### src/rtl/vpu_exec_sequencer.sv
// rtl/vpu_exec_sequencer.sv - operand fetch / execute / writeback sequencer for one VPU op
//
// Purpose: accepts one decoded vector op at a time, issues the source operand
// reads on the SRAM read ports, waits out the read latency, starts the
// execution unit, waits (with timeout) for completion and strobes writeback.
//
// Ports:
//   clk, rst                 clock, synchronous active-high reset
//   req_valid_i/req_ready_o  request handshake (ready only in IDLE)
//   req_opcode_i             operation code
//   req_src_cnt_i            number of source operands (0..3)
//   req_src_addr_i           source addresses, port i in slice i
//   req_dst_addr_i           writeback address
//   rd_en_o, rd_addr_o       per-port SRAM read enable / address
//   exec_start_o             one-cycle start pulse to the execution unit
//   exec_opcode_o            opcode held stable for the execution unit
//   exec_done_i              execution unit completion pulse
//   wr_en_o, wr_addr_o       result writeback strobe / address
//   busy_o                   sequencer not idle
//   err_timeout_o            one-cycle pulse on execution timeout
module vpu_exec_sequencer #(
    parameter int SRAM_R_PORT_CNT = 3,
    parameter int ADDR_WIDTH      = 10,
    parameter int OPCODE_WIDTH    = 8,
    parameter int RD_LATENCY      = 2,
    parameter int TIMEOUT         = 255
) (
    input  logic                                  clk,
    input  logic                                  rst,
    input  logic                                  req_valid_i,
    output logic                                  req_ready_o,
    input  logic [OPCODE_WIDTH-1:0]               req_opcode_i,
    input  logic [1:0]                            req_src_cnt_i,
    input  logic [SRAM_R_PORT_CNT*ADDR_WIDTH-1:0] req_src_addr_i,
    input  logic [ADDR_WIDTH-1:0]                 req_dst_addr_i,
    output logic [SRAM_R_PORT_CNT-1:0]            rd_en_o,
    output logic [SRAM_R_PORT_CNT*ADDR_WIDTH-1:0] rd_addr_o,
    output logic                                  exec_start_o,
    output logic [OPCODE_WIDTH-1:0]               exec_opcode_o,
    input  logic                                  exec_done_i,
    output logic                                  wr_en_o,
    output logic [ADDR_WIDTH-1:0]                 wr_addr_o,
    output logic                                  busy_o,
    output logic                                  err_timeout_o
);

    localparam logic [2:0] S_IDLE       = 3'd0;
    localparam logic [2:0] S_READ       = 3'd1;
    localparam logic [2:0] S_RD_WAIT    = 3'd2;
    localparam logic [2:0] S_EXEC_START = 3'd3;
    localparam logic [2:0] S_EXEC_WAIT  = 3'd4;
    localparam logic [2:0] S_WB         = 3'd5;

    localparam int TO_W = $clog2(TIMEOUT + 1);

    logic [2:0]                            state_q, state_d;
    logic [2:0]                            rd_cnt_q, rd_cnt_d;
    logic [TO_W-1:0]                       to_cnt_q, to_cnt_d;
    logic                                  err_q, err_d;
    logic [OPCODE_WIDTH-1:0]               opcode_q;
    logic [OPCODE_WIDTH-1:0]               exec_op_q;
    logic [1:0]                            src_cnt_q;
    logic [SRAM_R_PORT_CNT*ADDR_WIDTH-1:0] src_addr_q;
    logic [ADDR_WIDTH-1:0]                 dst_q;
    logic [1:0]                            src_cnt_clamped;
    logic                                  accept;

    assign accept = (state_q == S_IDLE) && req_valid_i;

    assign src_cnt_clamped = (32'(req_src_cnt_i) > SRAM_R_PORT_CNT) ?
                             2'(SRAM_R_PORT_CNT) : req_src_cnt_i;

    always_comb begin
        state_d  = state_q;
        rd_cnt_d = rd_cnt_q;
        to_cnt_d = to_cnt_q;
        err_d    = 1'b0;
        case (state_q)
            S_IDLE: begin
                if (req_valid_i) begin
                    state_d = (src_cnt_clamped == 2'd0) ? S_EXEC_START : S_READ;
                end
            end
            S_READ: begin
                if (RD_LATENCY > 1) begin
                    state_d  = S_RD_WAIT;
                    // Down-counter spans RD_LATENCY-1 wait cycles, ending at zero.
                    rd_cnt_d = 3'(RD_LATENCY - 2);
                end else begin
                    state_d = S_EXEC_START;
                end
            end
            S_RD_WAIT: begin
                if (rd_cnt_q == 3'd0) begin
                    state_d = S_EXEC_START;
                end else begin
                    rd_cnt_d = rd_cnt_q - 3'd1;
                end
            end
            S_EXEC_START: begin
                state_d  = S_EXEC_WAIT;
                to_cnt_d = '0;
            end
            S_EXEC_WAIT: begin
                // Done is checked first so it wins over a coincident timeout.
                if (exec_done_i) begin
                    state_d = S_WB;
                end else if (to_cnt_q == TO_W'(TIMEOUT - 1)) begin
                    state_d = S_IDLE;
                    err_d   = 1'b1;
                end else begin
                    to_cnt_d = to_cnt_q + 1'b1;
                end
            end
            S_WB: begin
                state_d = S_IDLE;
            end
            default: begin
                state_d = S_IDLE;
            end
        endcase
    end

    always_ff @(posedge clk) begin
        if (rst) begin
            state_q    <= S_IDLE;
            rd_cnt_q   <= '0;
            to_cnt_q   <= '0;
            err_q      <= 1'b0;
            opcode_q   <= '0;
            exec_op_q  <= '0;
            src_cnt_q  <= '0;
            src_addr_q <= '0;
            dst_q      <= '0;
        end else begin
            state_q  <= state_d;
            rd_cnt_q <= rd_cnt_d;
            to_cnt_q <= to_cnt_d;
            err_q    <= err_d;
            if (accept) begin
                opcode_q   <= req_opcode_i;
                src_cnt_q  <= src_cnt_clamped;
                src_addr_q <= req_src_addr_i;
                dst_q      <= req_dst_addr_i;
            end
            // The execution-unit opcode only moves on entry to EXEC_START so it
            // stays put while the next request is being read.
            if (state_d == S_EXEC_START) begin
                exec_op_q <= (state_q == S_IDLE) ? req_opcode_i : opcode_q;
            end
        end
    end

    always_comb begin
        rd_en_o = '0;
        for (int i = 0; i < SRAM_R_PORT_CNT; i++) begin
            if ((state_q == S_READ) && (i < 32'(src_cnt_q))) begin
                rd_en_o[i] = 1'b1;
            end
        end
    end

    assign rd_addr_o     = src_addr_q;
    assign req_ready_o   = (state_q == S_IDLE);
    assign busy_o        = (state_q != S_IDLE);
    assign exec_start_o  = (state_q == S_EXEC_START);
    assign exec_opcode_o = exec_op_q;
    assign wr_en_o       = (state_q == S_WB);
    assign wr_addr_o     = dst_q;
    assign err_timeout_o = err_q;

endmodule

### config.mk
export PLATFORM = sky130hd
export DESIGN_NAME = vpu_exec_sequencer
export DESIGN_NICKNAME = d
export VERILOG_FILES = /design/src/rtl/vpu_exec_sequencer.sv
export SDC_FILE = /design/constraint.sdc
export NUM_CORES = 1
export LEC_CHECK = 0
export CAP_MARGIN = 30
export CORE_MARGIN = 8
export CORE_UTILIZATION = 48
export DETAILED_ROUTE_END_ITERATION = 6
export PLACE_DENSITY = 0.91
export SKIP_LAST_GASP = 1
export SYNTH_ARGS = -nofsm -noshare
export SYNTH_HDL_FRONTEND = slang
export SYNTH_SLANG_ARGS = --single-unit
### constraint.sdc
create_clock -name clk -period 2.8 [get_ports clk]
set_input_delay 0.56 -clock clk [delete_from_list [all_inputs] [get_ports clk]]
set_output_delay 0.56 -clock clk [all_outputs]
set_load 0.02 [all_outputs]
==> out/metrics.json, run 1 <==
{
  "run_status": {
    "run_status": "finished, final reports clean"
  },
  "timing": {
    "finalClockSkew_ns": 0.00713,
    "worst-slew-pin-transition_ns": 0.597,
    "fmax_ghz": 0.378,
    "grt_setup_unrepaired": "false",
    "layout_min_cycle_time_ns": 2.65,
    "hold_violations": 0,
    "finalSetupViolations": 0,
    "min_period_over_period_pct": 94.5,
    "slew_violations": 0,
    "final.setup.tns_ns": 0,
    "holdWs_ns": 0.456,
    "timing.max_slew.rel_slack_pct": 60.2,
    "final_critical_path_setup_slack_ns": 0.155
  },
  "setup_path": {
    "crit_path_cell_trace": "nand3b_1 -> inv_2 -> clkdlybuf4s50_1",
    "endpoint_kind": "output pin",
    "critical_path.top_delay_family": "buffers and inverters",
    "path_max_fanout": 14,
    "cp_data_arrival_time_ns": 2.09,
    "timing.critical_path.slowest_cell_delay_ns": 0.63,
    "crit_slowest_cell": "clkdlybuf4s50_1",
    "startpoint_type_of_the_worst_setup_path": "register",
    "crit_buf_inv": 2,
    "worst-endpoint-required_ns": 2.24,
    "worstSetupPathType": "reg -> out"
  },
  "clock_tree": {
    "ctsRootBufferMaster": "clkbuf_8",
    "clk_transition_reported_paths_ns": 0.08,
    "h_tree_levels": 3,
    "tritoncts": "done",
    "ctsLongestPathBuffers": 2,
    "cts.sink_count": 73,
    "cts-buffers-inserted": 9,
    "cts_hold_buf": 0,
    "worstSkewPairLatency_ns": 0.34
  },
  "routing": {
    "drc_violation_count_after_routing": 0,
    "drtPass1Iterations": 4,
    "dr.first_iter.drc_count": 88,
    "wire_per_inst_um": 15.1,
    "avgViaCountPerCell": 5.23,
    "drt-total-wl_um": 8220,
    "drtAntennaViolNets": 0,
    "via_count": 2853
  },
  "pwr": {
    "power.static_leakage_nw": 1.61,
    "switching_share_pct": 30.7,
    "sequentialPowerShare_pct": 44.0,
    "power_report.internal_total_mw": 1.87,
    "share_clk_of_total_power_pct": 30.0,
    "share_comb_of_total_power_pct": 26.0,
    "switching_power_mw": 0.831,
    "vdd.ir_drop.worst_mv": 0.559,
    "power.density_mw_per_mm2": 620,
    "fin_total_pwr_mw": 2.70
  },
  "place": {
    "gp_routability_congestion": 0.837,
    "place.detailed.hpwl_um": 6010,
    "place_worst_setup_slack_ns": 0.377,
    "placement.cell_area_mm2": 0.00416,
    "port-buffer-count": 109
  },
  "yosys": {
    "netlist_area_mm2": 0.00301,
    "post_synth_most_frequent_cells": "110 x nand2_1, 73 x dfxtp_1, 63 x a21oi_1",
    "synth_enable_flop_cells": 0,
    "syn_avg_cell_area_um2": 8.30,
    "synth_top_cells_by_area": "dfxtp_1 49%, nand2_1 14%, a21oi_1 10%",
    "synthesis.instances": 363,
    "synth_most_common_cell": "nand2_1",
    "synth_largest_area_cell": "dfxtp_1",
    "seq_area_frac_synth_pct": 48.5,
    "postSynth.asyncResetShare_pct": 0,
    "post_synth_num_cell_types": 45,
    "most_used_flip_flop_cell_after_synthesis": "dfxtp_1",
    "synth.ff_latch_count": 73,
    "synth_warnings": 0,
    "synth_top_area_share_pct": 48.5,
    "synth.net_count": 421
  },
  "floorplanning": {
    "design.die.area_mm2": 0.00906,
    "initial_core_util_pct": 48.5,
    "placement_rows": 29,
    "design.portCount": 110,
    "floorplan.core_area_mm2": 0.00620,
    "chipWidth_um": 95.2,
    "dieHeight_um": 95.2
  },
  "layout": {
    "n_antenna_cell": 0,
    "post-route-cell-area_mm2": 0.00436,
    "drive_above_1_share_pct": 7.25,
    "layout-area-overhead-vs-synth_pct": 44.7,
    "final_net_count": 522
  },
  "global_route": {
    "grt_antenna_before_repair": 0,
    "overall_track_demand_over_capacity_in_global_routing_pct": 17.9,
    "overflow": 0,
    "vias_in_the_first_global_route": 2823,
    "largest_net_degree_at_the_start_of_global_routing": 41,
    "global_route_wire_length_before_repair_um": 12800
  },
  "min_path": {
    "hold_class": "reg -> reg"
  },
  "job": {
    "max-cap-violations": 0
  }
}
## final timing paths
check,from,end,slack (ns),cells after the start
setup / recovery,state_q[1],exec_start_o,0.15,3
hold / removal,rd_addr_o[23],rd_addr_o[23],0.46,2
setup reg to reg,state_q[0],rd_addr_o[28],0.90,5
hold reg to reg,rd_addr_o[23],rd_addr_o[23],0.46,2
## worst register-to-register path: cells and delay by family (launching register included)
family / cells / cell delay (ns)
simple gates: 3 / 1.03
buf+inv: 1 / 0.24
flops: 1 / 0.43
compound gates: 1 / 0.13
## area by class of cell
class                           instances  area, um^2
Inverter                                5        18.8
Timing Repair Buffer                  115        1160
Multi-Input combinational cell        260        1430
Clock buffer                           10         128
Clock inverter                          6        67.6
Tap cell                               77        96.3
Sequential cell                        73        1460
Fill cell                             506        1850
## what timing repair did
item | CTS | global route
endpoints found under the setup margin | 0 | 2
buffers inserted | 0 | 0
gates resized for setup | 0 | 1
## through the flow
| step | instances | util [%] |
|---|---|---|
| CTS | 546 | 70.1 |
| detailed placement | 530 | 67.0 |
| global route | 546 | 70.2 |
| finish | 546 | 70.2 |
| global placement | 530 | 67.0 |
| floorplan | 363 | - |
## metal layers
layer  track usage [%]  vias up  share of wire (%)
met5                 0        -                  0
met4              6.11        0                2.1
met2              31.2       85                 50
li1                  -     1433                  -
met1              18.0     1322                 39
met3              8.90       13                8.7
## placed cells by master (no fill, tap or decap), types with 2 or more instances in the layout
cell and instances:
a21o_1 2, a21oi_1 63, a21oi_2 2, a311oi_1 7, and2_1 2, buf_12 2
buf_4 4, clkbuf_8 9, clkdlybuf4s50_1 108, clkinvlp_4 2, dfxtp_1 73, ha_1 4
inv_1 4, mux2i_1 15, nand2_1 109, nand2b_1 2, nand3_1 6, nand3b_1 2
nand4_1 3, nor2_1 7, nor3_1 2, nor3b_1 2, o21ai_1 2, or3_1 5
## registers in the layout, summed over array words and instances (netlist names)
name           flops
rd_addr_o         30
wr_addr_o         10
exec_opcode_o      8
to_cnt_q           8
src_cnt_q          2
rd_cnt_q           3
err_timeout_o      1
opcode_q           8
state_q            3
## logic make-up (layout without fill, tap and decap cells)
family                   count (synthesis)  count (layout)  share of synthesized area (%)
AND/OR/NAND/NOR                        154             154                           22.9
adder cells (fa/ha/maj)                  4               4                           1.66
XOR/XNOR                                 1               1                          0.291
AO/OA/AOI/OAI                           85              85                           16.8
flip-flops                              73              73                           48.5
multiplexers                            16              16                           5.36
buffers and inverters                   30             136                           4.49
## power groups by stage
stage               logic (mW)  clock network, mW  registers, mW
floorplan                0.320                  0           1.28
global placement         0.688                  0           1.21
detailed placement       0.706                  0           1.21
CTS                      0.707              0.833           1.19
global route             0.755              0.879           1.20
finish                   0.701              0.811           1.19
Power figures use the tool's default switching activity.
==> run 2, diff against run 1 <==
--- a/config.mk
+++ b/config.mk
@@ -6,6 +6,7 @@
 export NUM_CORES = 1
 export LEC_CHECK = 0
 export CAP_MARGIN = 30
+export CORE_ASPECT_RATIO = 1.5
 export CORE_MARGIN = 8
 export CORE_UTILIZATION = 48
 export DETAILED_ROUTE_END_ITERATION = 6
==> run 2 against run 1 <==
Compared with the run above:
- utilization rose by 2.9 points
- count of clock-buffer cells in the layout rose by 1
- critical endpoint is now rd_en_o[0]
- die area rose by 0.58%
- largest power group unchanged
- clock skew fell by 0.0031 ns
- flip-flop and latch count did not move
- critical path depth did not move
- fmax fell by 0.32%
- wire length rose by 8.0%
- via count rose by 1.7%
- clock power rose by 45%
==> out/metrics.json, run 2 (same netlist as run 1, synthesis figures left out) <==
{
  "place": {
    "gp_routability_congestion": {"value": 0.833, "change": "was 0.837"},
    "placement.cell_area": {"value": 0.00415, "unit": "mm^2", "change": "was 0.00416 mm^2"},
    "port-buffer-count": {"value": 109, "change": "unchanged"},
    "dpl.cell_count": {"value": 527, "change": "was 530"},
    "place.detailed.hpwl": {"value": 6380, "unit": "um", "change": "was 6010 um"}
  },
  "pwr": {
    "share_comb_of_total_power": {"value": 23.1, "unit": "%", "change": "was 26.0%"},
    "fin_total_pwr": {"value": 3.08, "unit": "mW", "change": "was 2.70 mW"},
    "switching_share": {"value": 26.8, "unit": "%", "change": "was 30.7%"},
    "switching_power": {"value": 0.827, "unit": "mW", "change": "was 0.831 mW"},
    "power_report.internal_total": {"value": 2.26, "unit": "mW", "change": "was 1.87 mW"},
    "vdd.ir_drop.worst": {"value": 0.417, "unit": "mV", "change": "was 0.559 mV"},
    "share_clk_of_total_power": {"value": 38.2, "unit": "%", "change": "was 30.0%"},
    "power.density": {"value": 694, "unit": "mW/mm^2", "change": "was 620 mW/mm^2"},
    "sequentialPowerShare": {"value": 38.7, "unit": "%", "change": "was 44.0%"},
    "power.static_leakage": {"value": 1.67, "unit": "nW", "change": "was 1.61 nW"}
  },
  "routing": {
    "drt-total-wl": {"value": 8880, "unit": "um", "change": "was 8220 um"},
    "avgViaCountPerCell": {"value": 5.34, "change": "was 5.23"},
    "dr.first_iter.drc_count": {"value": 211, "change": "was 88"},
    "drc_violation_count_after_routing": {"value": 0, "change": "unchanged"},
    "via_count": {"value": 2902, "change": "was 2853"},
    "wire_per_inst": {"value": 16.3, "unit": "um", "change": "was 15.1 um"},
    "drtAntennaViolNets": {"value": 0, "change": "unchanged"},
    "drtPass1Iterations": {"value": 5, "change": "was 4"}
  },
  "job": {
    "max-cap-violations": {"value": 0, "change": "unchanged"}
  },
  "clock_tree": {
    "worstSkewPairLatency": {"value": 0.34, "unit": "ns", "change": "about the same"},
    "h_tree_levels": {"value": 3, "change": "unchanged"},
    "clk_transition_reported_paths": {"value": 0.07, "unit": "ns", "change": "was 0.08 ns"},
    "postCtsSetupBuffers": {"value": 0, "change": "unchanged"},
    "tritoncts": {"value": "done", "change": "unchanged"},
    "ctsLongestPathBuffers": {"value": 2, "change": "unchanged"},
    "ctsRootBufferMaster": {"value": "clkbuf_8", "change": "unchanged"},
    "cts_hold_buf": {"value": 0, "change": "unchanged"},
    "cts.sink_count": {"value": 73, "change": "unchanged"},
    "cts-buffers-inserted": {"value": 9, "change": "unchanged"}
  },
  "layout": {
    "fin_cells": {"value": 543, "change": "was 546"},
    "mostFrequentLayoutCell": {"value": "nand2_1", "change": "unchanged"},
    "layout_common_cells": {"value": "110 x nand2_1, 108 x clkdlybuf4s50_1, 72 x dfxtp_1", "change": "was 109 x nand2_1, 108 x clkdlybuf4s50_1, 73 x dfxtp_1"},
    "layout-area-overhead-vs-synth": {"value": 47.7, "unit": "%", "change": "was 44.7%"},
    "drive_above_1_share": {"value": 7.25, "unit": "%", "change": "unchanged"},
    "largest_reg_flops": {"value": 30, "change": "unchanged"},
    "post-route-cell-area": {"value": 0.00445, "unit": "mm^2", "change": "was 0.00436 mm^2"},
    "n_antenna_cell": {"value": 0, "change": "unchanged"},
    "final_net_count": {"value": 522, "change": "unchanged"},
    "layout.core_utilization": {"value": 73.1, "unit": "%", "change": "was 70.2%"}
  },
  "setup_path": {
    "crit_path_cell_trace": {"value": "or3b_1 -> nor2_1 -> clkdlybuf4s50_1", "change": "was nand3b_1 -> inv_2 -> clkdlybuf4s50_1"},
    "path_max_fanout": {"value": 12, "change": "was 14"},
    "worst_r2r_path_depth": {"value": 6, "change": "was 5"},
    "reg2reg_slack": {"value": 0.79, "unit": "ns", "change": "was 0.90 ns"},
    "crit_path_end": {"value": "rd_en_o[0]", "change": "was exec_start_o"},
    "timing.critical_path.slowest_cell_delay": {"value": 0.61, "unit": "ns", "change": "was 0.63 ns"},
    "r2r-end": {"value": "rd_addr_o[11]", "change": "was rd_addr_o[28]"},
    "worstSetupPathType": {"value": "reg -> out", "change": "unchanged"},
    "crit_slowest_cell": {"value": "clkdlybuf4s50_1", "change": "unchanged"},
    "worstReg2RegStart": {"value": "state_q[0]", "change": "unchanged"},
    "cp_data_arrival_time": {"value": 2.09, "unit": "ns", "change": "about the same"},
    "crit_path_start": {"value": "state_q[0]", "change": "was state_q[1]"},
    "startpoint_type_of_the_worst_setup_path": {"value": "register", "change": "unchanged"},
    "worst-endpoint-required": {"value": 2.24, "unit": "ns", "change": "about the same"},
    "endpoint_kind": {"value": "output pin", "change": "unchanged"}
  },
  "floorplanning": {
    "chipWidth": {"value": 80.7, "unit": "um", "change": "was 95.2 um"},
    "initial_core_util": {"value": 49.5, "unit": "%", "change": "was 48.5%"},
    "placement_rows": {"value": 35, "change": "was 29"},
    "dieHeight": {"value": 113, "unit": "um", "change": "was 95.2 um"},
    "floorplan.core_area": {"value": 0.00609, "unit": "mm^2", "change": "was 0.00620 mm^2"},
    "design.portCount": {"value": 110, "change": "unchanged"},
    "design.die.area": {"value": 0.00912, "unit": "mm^2", "change": "was 0.00906 mm^2"}
  },
  "global_route": {
    "overall_track_demand_over_capacity_in_global_routing": {"value": 19.8, "unit": "%", "change": "was 17.9%"},
    "overflow": {"value": 0, "change": "unchanged"},
    "largest_net_degree_at_the_start_of_global_routing": {"value": 44, "change": "was 41"},
    "vias_in_the_first_global_route": {"value": 2936, "change": "was 2823"},
    "grt_antenna_before_repair": {"value": 0, "change": "unchanged"},
    "global_route_wire_length_before_repair": {"value": 14100, "unit": "um", "change": "was 12800 um"}
  },
  "min_path": {
    "hold_path_startpoint": {"value": "opcode_q[0]", "change": "was rd_addr_o[23]"},
    "hold_class": {"value": "reg -> reg", "change": "unchanged"}
  },
  "timing": {
    "worst-slew-pin-transition": {"value": 0.765, "unit": "ns", "change": "was 0.597 ns"},
    "final.setup.tns": {"value": 0, "unit": "ns", "change": "unchanged"},
    "timing.max_slew.rel_slack": {"value": 49.0, "unit": "%", "change": "was 60.2%"},
    "fmax": {"value": 0.377, "unit": "GHz", "change": "was 0.378 GHz"},
    "min_period_over_period": {"value": 94.8, "unit": "%", "change": "was 94.5%"},
    "slew_violations": {"value": 0, "change": "unchanged"},
    "finalSetupViolations": {"value": 0, "change": "unchanged"},
    "grt_setup_unrepaired": {"value": "false", "change": "unchanged"},
    "layout_min_cycle_time": {"value": 2.65, "unit": "ns", "change": "about the same"},
    "hold_violations": {"value": 0, "change": "unchanged"},
    "finalClockSkew": {"value": 0.00407, "unit": "ns", "change": "was 0.00713 ns"}
  },
  "run_status": {
    "run_status": {"value": "finished, final reports clean", "change": "unchanged"}
  }
}
## run 2: power groups by stage
| stage | Combinational, mW | Sequential, mW | Clock [mW] |
|---|---|---|---|
| finish | 0.713 | 1.19 | 1.18 |
| global route | 0.769 | 1.20 | 1.24 |
| CTS | 0.717 | 1.19 | 1.19 |
| detailed placement | 0.716 | 1.21 | 0 |
| global placement | 0.697 | 1.21 | 0 |
| floorplan | 0.320 | 1.28 | 0 |
## run 2: per-layer routing
layer / global-route usage (%) / wire [um]
met1: 19.0 / 3190
met3: 6.11 / 636
met4: 12.1 / 277
met2: 35.1 / 4770
met5: 0 / 0
## run 2: worst min path at each step
stage                          endpoint  slack, ns  cells past startpoint
after floorplan             opcode_q[0]       0.44                      2
final                       opcode_q[0]       0.46                      2
after global placement    rd_addr_o[22]       0.44                      2
after detailed placement   wr_addr_o[7]       0.45                      2
after global routing      rd_addr_o[24]       0.47                      2
after CTS                  wr_addr_o[7]       0.46                      2
## run 2: area by class of cell
cell class / instances / area [um^2]
tap: 74 / 92.6
clock buffer: 11 / 141
inverter: 5 / 18.8
timing repair buffer: 115 / 1160
fill: 434 / 1640
multi-input combinational: 260 / 1430
clock inverter: 5 / 150
sequential: 73 / 1460
## run 2: timing repair
| action | in CTS | in global routing |
|---|---|---|
| gates resized for setup | 1 | 1 |
| setup endpoints to repair | 1 | 1 |
| pin swaps | 0 | 0 |
## run 2: critical path, delay by kind of cell (launching register included)
kind	cells	cell delay (ns)
buffers and inverters	1	0.61
flip-flops	1	0.59
AND/OR/NAND/NOR	2	0.54
## run 2: metrics by stage
step                hold WS, ns  worst slack [ns]
floorplan                 0.436              1.06
global placement          0.440             0.456
detailed placement        0.445             0.372
CTS                       0.456             0.106
global route              0.469            0.0504
finish                    0.455             0.146
